--- src/rtl/pong_pkg.sv ---
// pong_pkg: shared Pong state encodings, screen geometry and datapath widths
package pong_pkg;
    typedef enum logic [2:0] {
        ST_IDLE  = 3'd0,
        ST_SERVE = 3'd1,
        ST_PLAY  = 3'd2,
        ST_POINT = 3'd3,
        ST_OVER  = 3'd4
    } state_e;
    localparam int SCREEN_WIDTH  = 640;
    localparam int SCREEN_HEIGHT = 480;
    localparam int BALL_SIZE     = 8;
    localparam int PADDLE_WIDTH  = 8;
    localparam int PADDLE_HEIGHT = 64;
    localparam int SPEED_W       = 3;
    localparam int SCORE_W       = 4;
    function automatic int max_int(input int a, input int b);
        return (a > b) ? a : b;
    endfunction
endpackage

--- src/rtl/pong_tick_timer.sv ---
// pong_tick_timer: loadable frame-tick down-counter; done_o flags the last tick
module pong_tick_timer #(
    parameter int W = 2
) (
    input  logic         clk,
    input  logic         rst_n,
    input  logic         load_i,
    input  logic [W-1:0] load_val_i,
    input  logic         tick_i,
    output logic         done_o
);
    logic [W-1:0] cnt_q, cnt_d;
    // load wins over counting; the counter parks at zero
    always_comb cnt_d = load_i ? load_val_i : (tick_i && cnt_q != '0) ? cnt_q - 1'b1 : cnt_q;
    // count register
    always_ff @(posedge clk) begin
        if (!rst_n) cnt_q <= '0;
        else        cnt_q <= cnt_d;
    end
    assign done_o = (cnt_q == W'(1));
endmodule

--- src/rtl/pong_game_ctrl.sv ---
// pong_game_ctrl: Pong match sequencer (scores, serve, speed); PONG_SPEEDUP_EN enables hit-driven speedup
module pong_game_ctrl
    import pong_pkg::*;
#(
    parameter int WIN_SCORE        = 7,
    parameter int SERVE_TICKS      = 60,
    parameter int POINT_TICKS      = 30,
    parameter int BASE_SPEED       = 2,
    parameter int MAX_SPEED        = 6,
    parameter int HITS_PER_SPEEDUP = 4
) (
    input  logic       clk,
    input  logic       rst_n,
    input  logic       tick,
    input  logic       start,
    input  logic       hit,
    input  logic       miss_l,
    input  logic       miss_r,
    output logic       move_en,
    output logic       ball_load,
    output logic       serve_dir_x,
    output logic [2:0] speed,
    output logic [3:0] score_l,
    output logic [3:0] score_r,
    output logic       game_over,
    output logic       winner,
    output logic [2:0] state
);
    localparam logic [2:0] S_IDLE  = ST_IDLE;
    localparam logic [2:0] S_SERVE = ST_SERVE;
    localparam logic [2:0] S_PLAY  = ST_PLAY;
    localparam logic [2:0] S_POINT = ST_POINT;
    localparam logic [2:0] S_OVER  = ST_OVER;
    localparam int TW = $clog2(max_int(SERVE_TICKS, POINT_TICKS) + 1);

    logic [2:0]         state_q, state_d;
    logic [SCORE_W-1:0] score_l_q, score_l_d, score_r_q, score_r_d;
    logic               dir_q, dir_d, winner_q, winner_d, load_q;
    logic               serve_entry, t_load, t_done;
    logic [TW-1:0]      t_val;

    pong_tick_timer #(.W(TW)) u_timer (
        .clk        (clk),
        .rst_n      (rst_n),
        .load_i     (t_load),
        .load_val_i (t_val),
        .tick_i     (tick && (state_q == S_SERVE || state_q == S_POINT)),
        .done_o     (t_done)
    );

    // match FSM: start, timer expiry and miss handling (miss_l has priority)
    always_comb begin
        state_d     = state_q;
        score_l_d   = score_l_q;
        score_r_d   = score_r_q;
        dir_d       = dir_q;
        winner_d    = winner_q;
        serve_entry = 1'b0;
        t_load      = 1'b0;
        t_val       = TW'(SERVE_TICKS);
        if ((state_q == S_IDLE || state_q == S_OVER) && start) begin
            score_l_d   = '0;
            score_r_d   = '0;
            dir_d       = 1'b1;
            t_load      = 1'b1;
            serve_entry = 1'b1;
            state_d     = S_SERVE;
        end else if (state_q == S_SERVE && tick && t_done) begin
            state_d = S_PLAY;
        end else if (state_q == S_PLAY && (miss_l || miss_r)) begin
            if (miss_l) begin
                score_r_d = score_r_q + 1'b1;
                dir_d     = 1'b0;
            end else begin
                score_l_d = score_l_q + 1'b1;
                dir_d     = 1'b1;
            end
            if ((miss_l ? score_r_d : score_l_d) == SCORE_W'(WIN_SCORE)) begin
                winner_d = miss_l;
                state_d  = S_OVER;
            end else begin
                t_load  = 1'b1;
                t_val   = TW'(POINT_TICKS);
                state_d = S_POINT;
            end
        end else if (state_q == S_POINT && tick && t_done) begin
            t_load      = 1'b1;
            serve_entry = 1'b1;
            state_d     = S_SERVE;
        end
    end

    // match state registers
    always_ff @(posedge clk) begin
        if (!rst_n) begin
            state_q   <= S_IDLE;
            score_l_q <= '0;
            score_r_q <= '0;
            dir_q     <= 1'b1;
            winner_q  <= 1'b0;
            load_q    <= 1'b0;
        end else begin
            state_q   <= state_d;
            score_l_q <= score_l_d;
            score_r_q <= score_r_d;
            dir_q     <= dir_d;
            winner_q  <= winner_d;
            load_q    <= serve_entry;
        end
    end

`ifdef PONG_SPEEDUP_EN
    localparam int HW = $clog2(HITS_PER_SPEEDUP + 1);
    logic [HW-1:0]      hits_q, hits_d;
    logic [SPEED_W-1:0] speed_q, speed_d;
    // a full hit count bumps speed one cycle later; every serve restores base speed
    always_comb begin
        hits_d  = hits_q;
        speed_d = speed_q;
        if (hits_q == HW'(HITS_PER_SPEEDUP)) begin
            hits_d  = '0;
            speed_d = (speed_q < SPEED_W'(MAX_SPEED)) ? speed_q + 1'b1 : speed_q;
        end
        if (state_q == S_PLAY && hit) hits_d = hits_d + 1'b1;
        if (serve_entry) begin
            hits_d  = '0;
            speed_d = SPEED_W'(BASE_SPEED);
        end
    end
    // speed and hit-count registers
    always_ff @(posedge clk) begin
        if (!rst_n) begin
            hits_q  <= '0;
            speed_q <= SPEED_W'(BASE_SPEED);
        end else begin
            hits_q  <= hits_d;
            speed_q <= speed_d;
        end
    end
    assign speed = speed_q;
`else
    logic unused_speedup;
    assign unused_speedup = hit ^ (HITS_PER_SPEEDUP == 0) ^ (MAX_SPEED == 0);
    assign speed = SPEED_W'(BASE_SPEED);
`endif

    assign state       = state_q;
    assign move_en     = (state_q == S_PLAY);
    assign game_over   = (state_q == S_OVER);
    assign ball_load   = load_q;
    assign serve_dir_x = dir_q;
    assign score_l     = score_l_q;
    assign score_r     = score_r_q;
    assign winner      = winner_q;
endmodule

--- config.mk ---
export PLATFORM = sky130hd
export DESIGN_NAME = pong_game_ctrl
export DESIGN_NICKNAME = d
export VERILOG_FILES = /design/src/rtl/pong_pkg.sv /design/src/rtl/pong_tick_timer.sv /design/src/rtl/pong_game_ctrl.sv
export SDC_FILE = /design/constraint.sdc
export NUM_CORES = 1
export LEC_CHECK = 0
export CAP_MARGIN = 20
export CORE_ASPECT_RATIO = 1.4
export CORE_UTILIZATION = 45
export CTS_BUF_LIST = sky130_fd_sc_hd__clkbuf_16
export DETAILED_ROUTE_END_ITERATION = 16
export PLACE_DENSITY_LB_ADDON = 0.05
export SLEW_MARGIN = 10
export SYNTH_ARGS = -nofsm -noshare
export SYNTH_HDL_FRONTEND = slang
export SYNTH_SLANG_ARGS = --single-unit
--- constraint.sdc ---
create_clock -name clk -period 5.16 [get_ports clk]
set_clock_uncertainty 0.15 [all_clocks]
set_input_delay 1.548 -clock clk [delete_from_list [all_inputs] [get_ports clk]]
set_output_delay 1.548 -clock clk [all_outputs]
set_load 0.05 [all_outputs]
Yosys cells after proc, flatten, opt, wreduce, memory -nomap -nowiden
Cells that the tools add are included.
Storage, ports and cells
  register bits after elaboration: 20
  bits in latches: 0
  bits in writable memories: 0
  ROM bits: 0
  input bits: 7
  output and inout port bits: 19
  word-level logic and storage cells: 71
  memories kept: 0
Operators by class
  add/sub/neg operators: 3
  $mul: 0
  divide/modulo/power cells: 0
  magnitude comparators: 0
  eq/ne operators: 6
  shift-type cells: 0
  multiplexer cells: 29
  bitwise operators: 3
  reduce and logical (&&, ||, !) cells: 21
Operators with widths (number)
  two-way mux 4 bit: 9
  two-way mux 6 bit: 6
  two-way mux 1 bit: 10
  two-way mux 3 bit: 3
  adder 4 x 1 -> 4 bit, second input constant: 2
  logical AND 1 bit: 8
  equality test 3 x 2 -> 1 bit, second input constant: 2
  equality test 6 x 1 -> 1 bit, second input constant: 1
  nonzero test 6 bit: 1
  subtractor 6 x 1 -> 6 bit, second input constant: 1
  equality test 4 x 3 -> 1 bit, second input constant: 1
  AND reduction 4 bit: 1
  nonzero test 2 bit: 2
  nonzero test 4 bit: 1
  equality test 3 x 1 -> 1 bit, second input constant: 1
  equality test 3 bit, second input constant: 1
  zero test 3 bit: 1
  logical OR 1 bit: 3
  NOT 1 bit: 3
  nonzero test 3 bit: 1
  OR reduction 3 bit: 1
  two-way mux 2 bit: 1
  AND reduction 2 bit: 1
  OR reduction 2 bit: 1

Depth between registers and ports, before layout
  depth in word-level cells: 12
  depth in mapped cells: 6
  depth with buffers taken out: 6

Cells and area by module
From an unflattened synthesis, not the netlist that was laid out.
Unflattened totals
  cell total of the unflattened synthesis: 142
  area, all modules: 1202.4 µm²
By module, submodules not included
  pong_game_ctrl: times used 1, cells an instance 94, area each 805.8 µm², seq. area each 280.3 µm²
  pong_tick_timer: times used 1, cells an instance 48, area each 396.6 µm², seq. area each 120.1 µm²

Least setup slack after synthesis
No wires, ideal clock.
  path type: register to output
  from: reg state_q[1] (netlist: state[1])
  to: out move_en
  data arrival time: 1.486 ns
  required time: 3.462 ns
  slack: 1.976 ns
  cell stages (with the launch flop): 2
  path buffers: 0
  cells stage by stage: dfxtp_1 nor3b_2
On the way
  longest elaborated chain between the ends: 1
RTL lines
  from (decl): RTL line pong_game_ctrl.sv:36  | logic [2:0] state_q, state_d;
  from (signal assigned): RTL line pong_game_ctrl.sv:103  | state_q <= state_d;
  equality test 3 x 2 -> 1 bit: RTL line pong_game_ctrl.sv:148  | assign move_en = (state_q == S_PLAY);
  to (decl): RTL line pong_game_ctrl.sv:19  | output logic move_en,
Every way passes these cells.

Worst setup path in the final report
Ends and elaborated chain as after synthesis.

==> flow_metrics.env <==
export IMPL_cts_buffers=3
export IMPL_yosysWarningCount=0
export IMPL_setup_viol=0
export IMPL_viasPerCell=5.49
export IMPL_firstDrtPassIters=4
export IMPL_rows=20
export IMPL_holdCritPathClass="reg2reg"
export IMPL_switching_power_uw=88.0
export IMPL_seq_power_share_pct=39.8
export IMPL_ys_types=35
export IMPL_met2_usage_pct=36.1
export IMPL_wl_um=2010
export IMPL_fmax_mhz=286
export IMPL_rsz0062_at_grt="no"
export IMPL_cp_slowest_cell="clkdlybuf4s50_1"
export IMPL_area_delta_synth_final_pct=29.3
export IMPL_status="complete, no violations"
export IMPL_cts_resized=0
export IMPL_hpwl_um=1590
export IMPL_slew_viol_final=0
export IMPL_crit_path_end_kind="output port"
export IMPL_grt_pass1_wl_um=3530
export IMPL_fin_tns_setup_ns=0
export IMPL_syn_cell_area_um2=1050
export IMPL_synth_top_flop_cell="dfxtp_1"
export IMPL_period_minus_slack_ns=3.50
export IMPL_nNetsFinal=149
export IMPL_synthTopCellsByArea="dfxtp_1, ha_1, xor2_1, nor2_1, nand2_1"
export IMPL_yosysTopAreaCellShare_pct=38.3
export IMPL_cpPeakStageDelay_ns=0.86
export IMPL_die_x_um=42.7
export IMPL_post_cts_buffers=0
export IMPL_grt_use_met1_pct=17.7
export IMPL_cts_buffer_depth=2
export IMPL_yosys_top_cells_count="dfxtp_1, nor2_1, nand2_1, a21oi_1, xor2_1"
export IMPL_reg2reg_slack_ns=3.33
export IMPL_pwr_share_comb_pct=10.0
export IMPL_crit_family="buffers and inverters"
export IMPL_worst_pin_slew_ns=0.502
export IMPL_use_met3_pct=2.74
export IMPL_yosysMostFrequentCell="dfxtp_1"
export IMPL_worstSetupStartpointType="flip-flop"
export IMPL_grt_busiest_layer="met2"
export IMPL_critical_path_cell_chain="nor3b_2, clkdlybuf4s50_1"
export IMPL_ys_seq_elements=20
export IMPL_post_drt_wl_per_cell_um=12.7
export IMPL_synth_edf_count=0
export IMPL_ant_nets=0
export IMPL_htree_levels=1
export IMPL_final_design_area_no_fill_um2=1350
export IMPL_clockRootBuffer="clkbuf_16"
export IMPL_crit_arrival_ns=1.80
export IMPL_drtIter0Drc=12
export IMPL_start_util_pct=48.0
export IMPL_synth_avg_cell_area_um2=8.94
export IMPL_grt_pass1_vias=857
export IMPL_max_slew_margin_pct=66.4
export IMPL_insertion_delay_ns=0.25
export IMPL_routabilityCongestion=0.737
export IMPL_cp_required_ns=3.46
export IMPL_max_cap_viol_count=0
export IMPL_io_buffers=21
export IMPL_critPathMaxFanout=6
export IMPL_grt_max_degree=13
export IMPL_critPathKind="reg2out"
export IMPL_worst_path_buf_inv=1
export IMPL_antenna_found_initial=0
export IMPL_hold_buffers=0
export IMPL_drc=0
export IMPL_ys_seq_area_share_pct=38.3
export IMPL_dieArea_um2=2520
export IMPL_diodes=0
export IMPL_via_count=867
export IMPL_die_h_um=59.0
export IMPL_leakagePower_uw=0.000516
export IMPL_vdd_drop_max_uv=277
export IMPL_clock_sinks=20
export IMPL_place_area_um2=1250
export IMPL_p_per_area_nw_per_um2=309
export IMPL_grt_overflow=0
export IMPL_tritoncts="built"
export IMPL_layout_drive_gt1_share_pct=8.82
export IMPL_synthCells=117
export IMPL_core_um2=2180
export IMPL_p_clk_share_pct=50.2
export IMPL_p_sw_share_pct=21.1
export IMPL_async_reset_ff_share_pct=0
export IMPL_whs_ns=0.317
export IMPL_grtUsageTotal_pct=18.1
export IMPL_synth_largest_area_cell="dfxtp_1"
export IMPL_finalCritPeriodShare_pct=67.8
export IMPL_hold_viol_final=0
export IMPL_path_clk_slew_ns=0.06
export IMPL_p_int_uw=330
export IMPL_io_pins=26
-- logic make-up (layout without fill, tap and decap cells) --
group | after synthesis | in the layout | share of synthesized area (%)
buffers and inverters | 11 | 29 | 5.26
AND/OR/NAND/NOR | 47 | 47 | 26.2
flip-flops | 20 | 20 | 38.3
multiplexers | 3 | 3 | 2.87
AO/OA/AOI/OAI | 20 | 20 | 13.2
XOR/XNOR | 9 | 9 | 7.54
other | 2 | 3 | 0.718
adder cells (fa/ha/maj) | 5 | 5 | 5.98
-- worst paths after layout --
kind,cells past startpoint,start,endpoint
worst min-delay path,1,serve_dir_x,serve_dir_x
worst max-delay path,2,state[1],move_en
worst min register to register,1,serve_dir_x,serve_dir_x
worst max register to register,6,score_l[0],u_timer.cnt_q[0]
-- state kept, by name, summed over array words and instances (netlist names) --
signal         flops
winner             1
score_l            4
ball_load          1
u_timer.cnt_q      6
state              3
serve_dir_x        1
score_r            4
-- worst reg2reg max path, delay by kind of cell, from the launching register on --
kind                     cells  cell delay [ns]
flip-flops                   1             0.36
AND/OR/NAND/NOR              5             0.97
adder cells (fa/ha/maj)      1             0.31
-- power groups by stage --
stage	logic (uW)	registers [uW]	clock network, uW
6_report	41.7	166	210
5_1_grt	46.1	167	219
3_3_place_gp	41.3	169	0
2_1_floorplan	28.7	173	0
4_1_cts	42.4	166	213
3_5_place_dp	42.2	170	0
-- final cells by class --
cell class / instances / area (um2)
clock buffer: 3 / 75.1
tap: 22 / 27.5
timing repair buffer: 21 / 210
clock inverter: 1 / 30.0
fill: 201 / 825
inverter: 4 / 15.0
multi-input combinational: 87 / 594
sequential: 20 / 400
-- stage by stage --
step	total power (uW)	std cells	util, %	setup WS [ns]
CTS	421	158	62.1	1.63
finish	418	158	62.1	1.66
global route	432	158	62.1	1.58
detailed placement	212	154	57.3	1.81
floorplan	201	118	-	1.98
global placement	211	154	57.3	1.83
-- metal layers --
metal  wire (um)  up-vias
met5           0        -
met4          33        0
met3          46        5
met2        1110       10
met1         814      413
li1            -      439
-- cells in the final DEF, fill, tap and decap left out, drive strengths merged, types with 4 or more instances in the layout --
master / synthesis / layout
a21oi: 6 / 6
nor2: 13 / 13
dfxtp: 20 / 20
nor3: 5 / 5
nand2: 11 / 11
xor2: 6 / 6
a21boi: 5 / 5
clkdlybuf4s50: 0 / 21
nand4: 4 / 4
inv: 4 / 4
ha: 5 / 5
(Power assumes the default switching activity.)
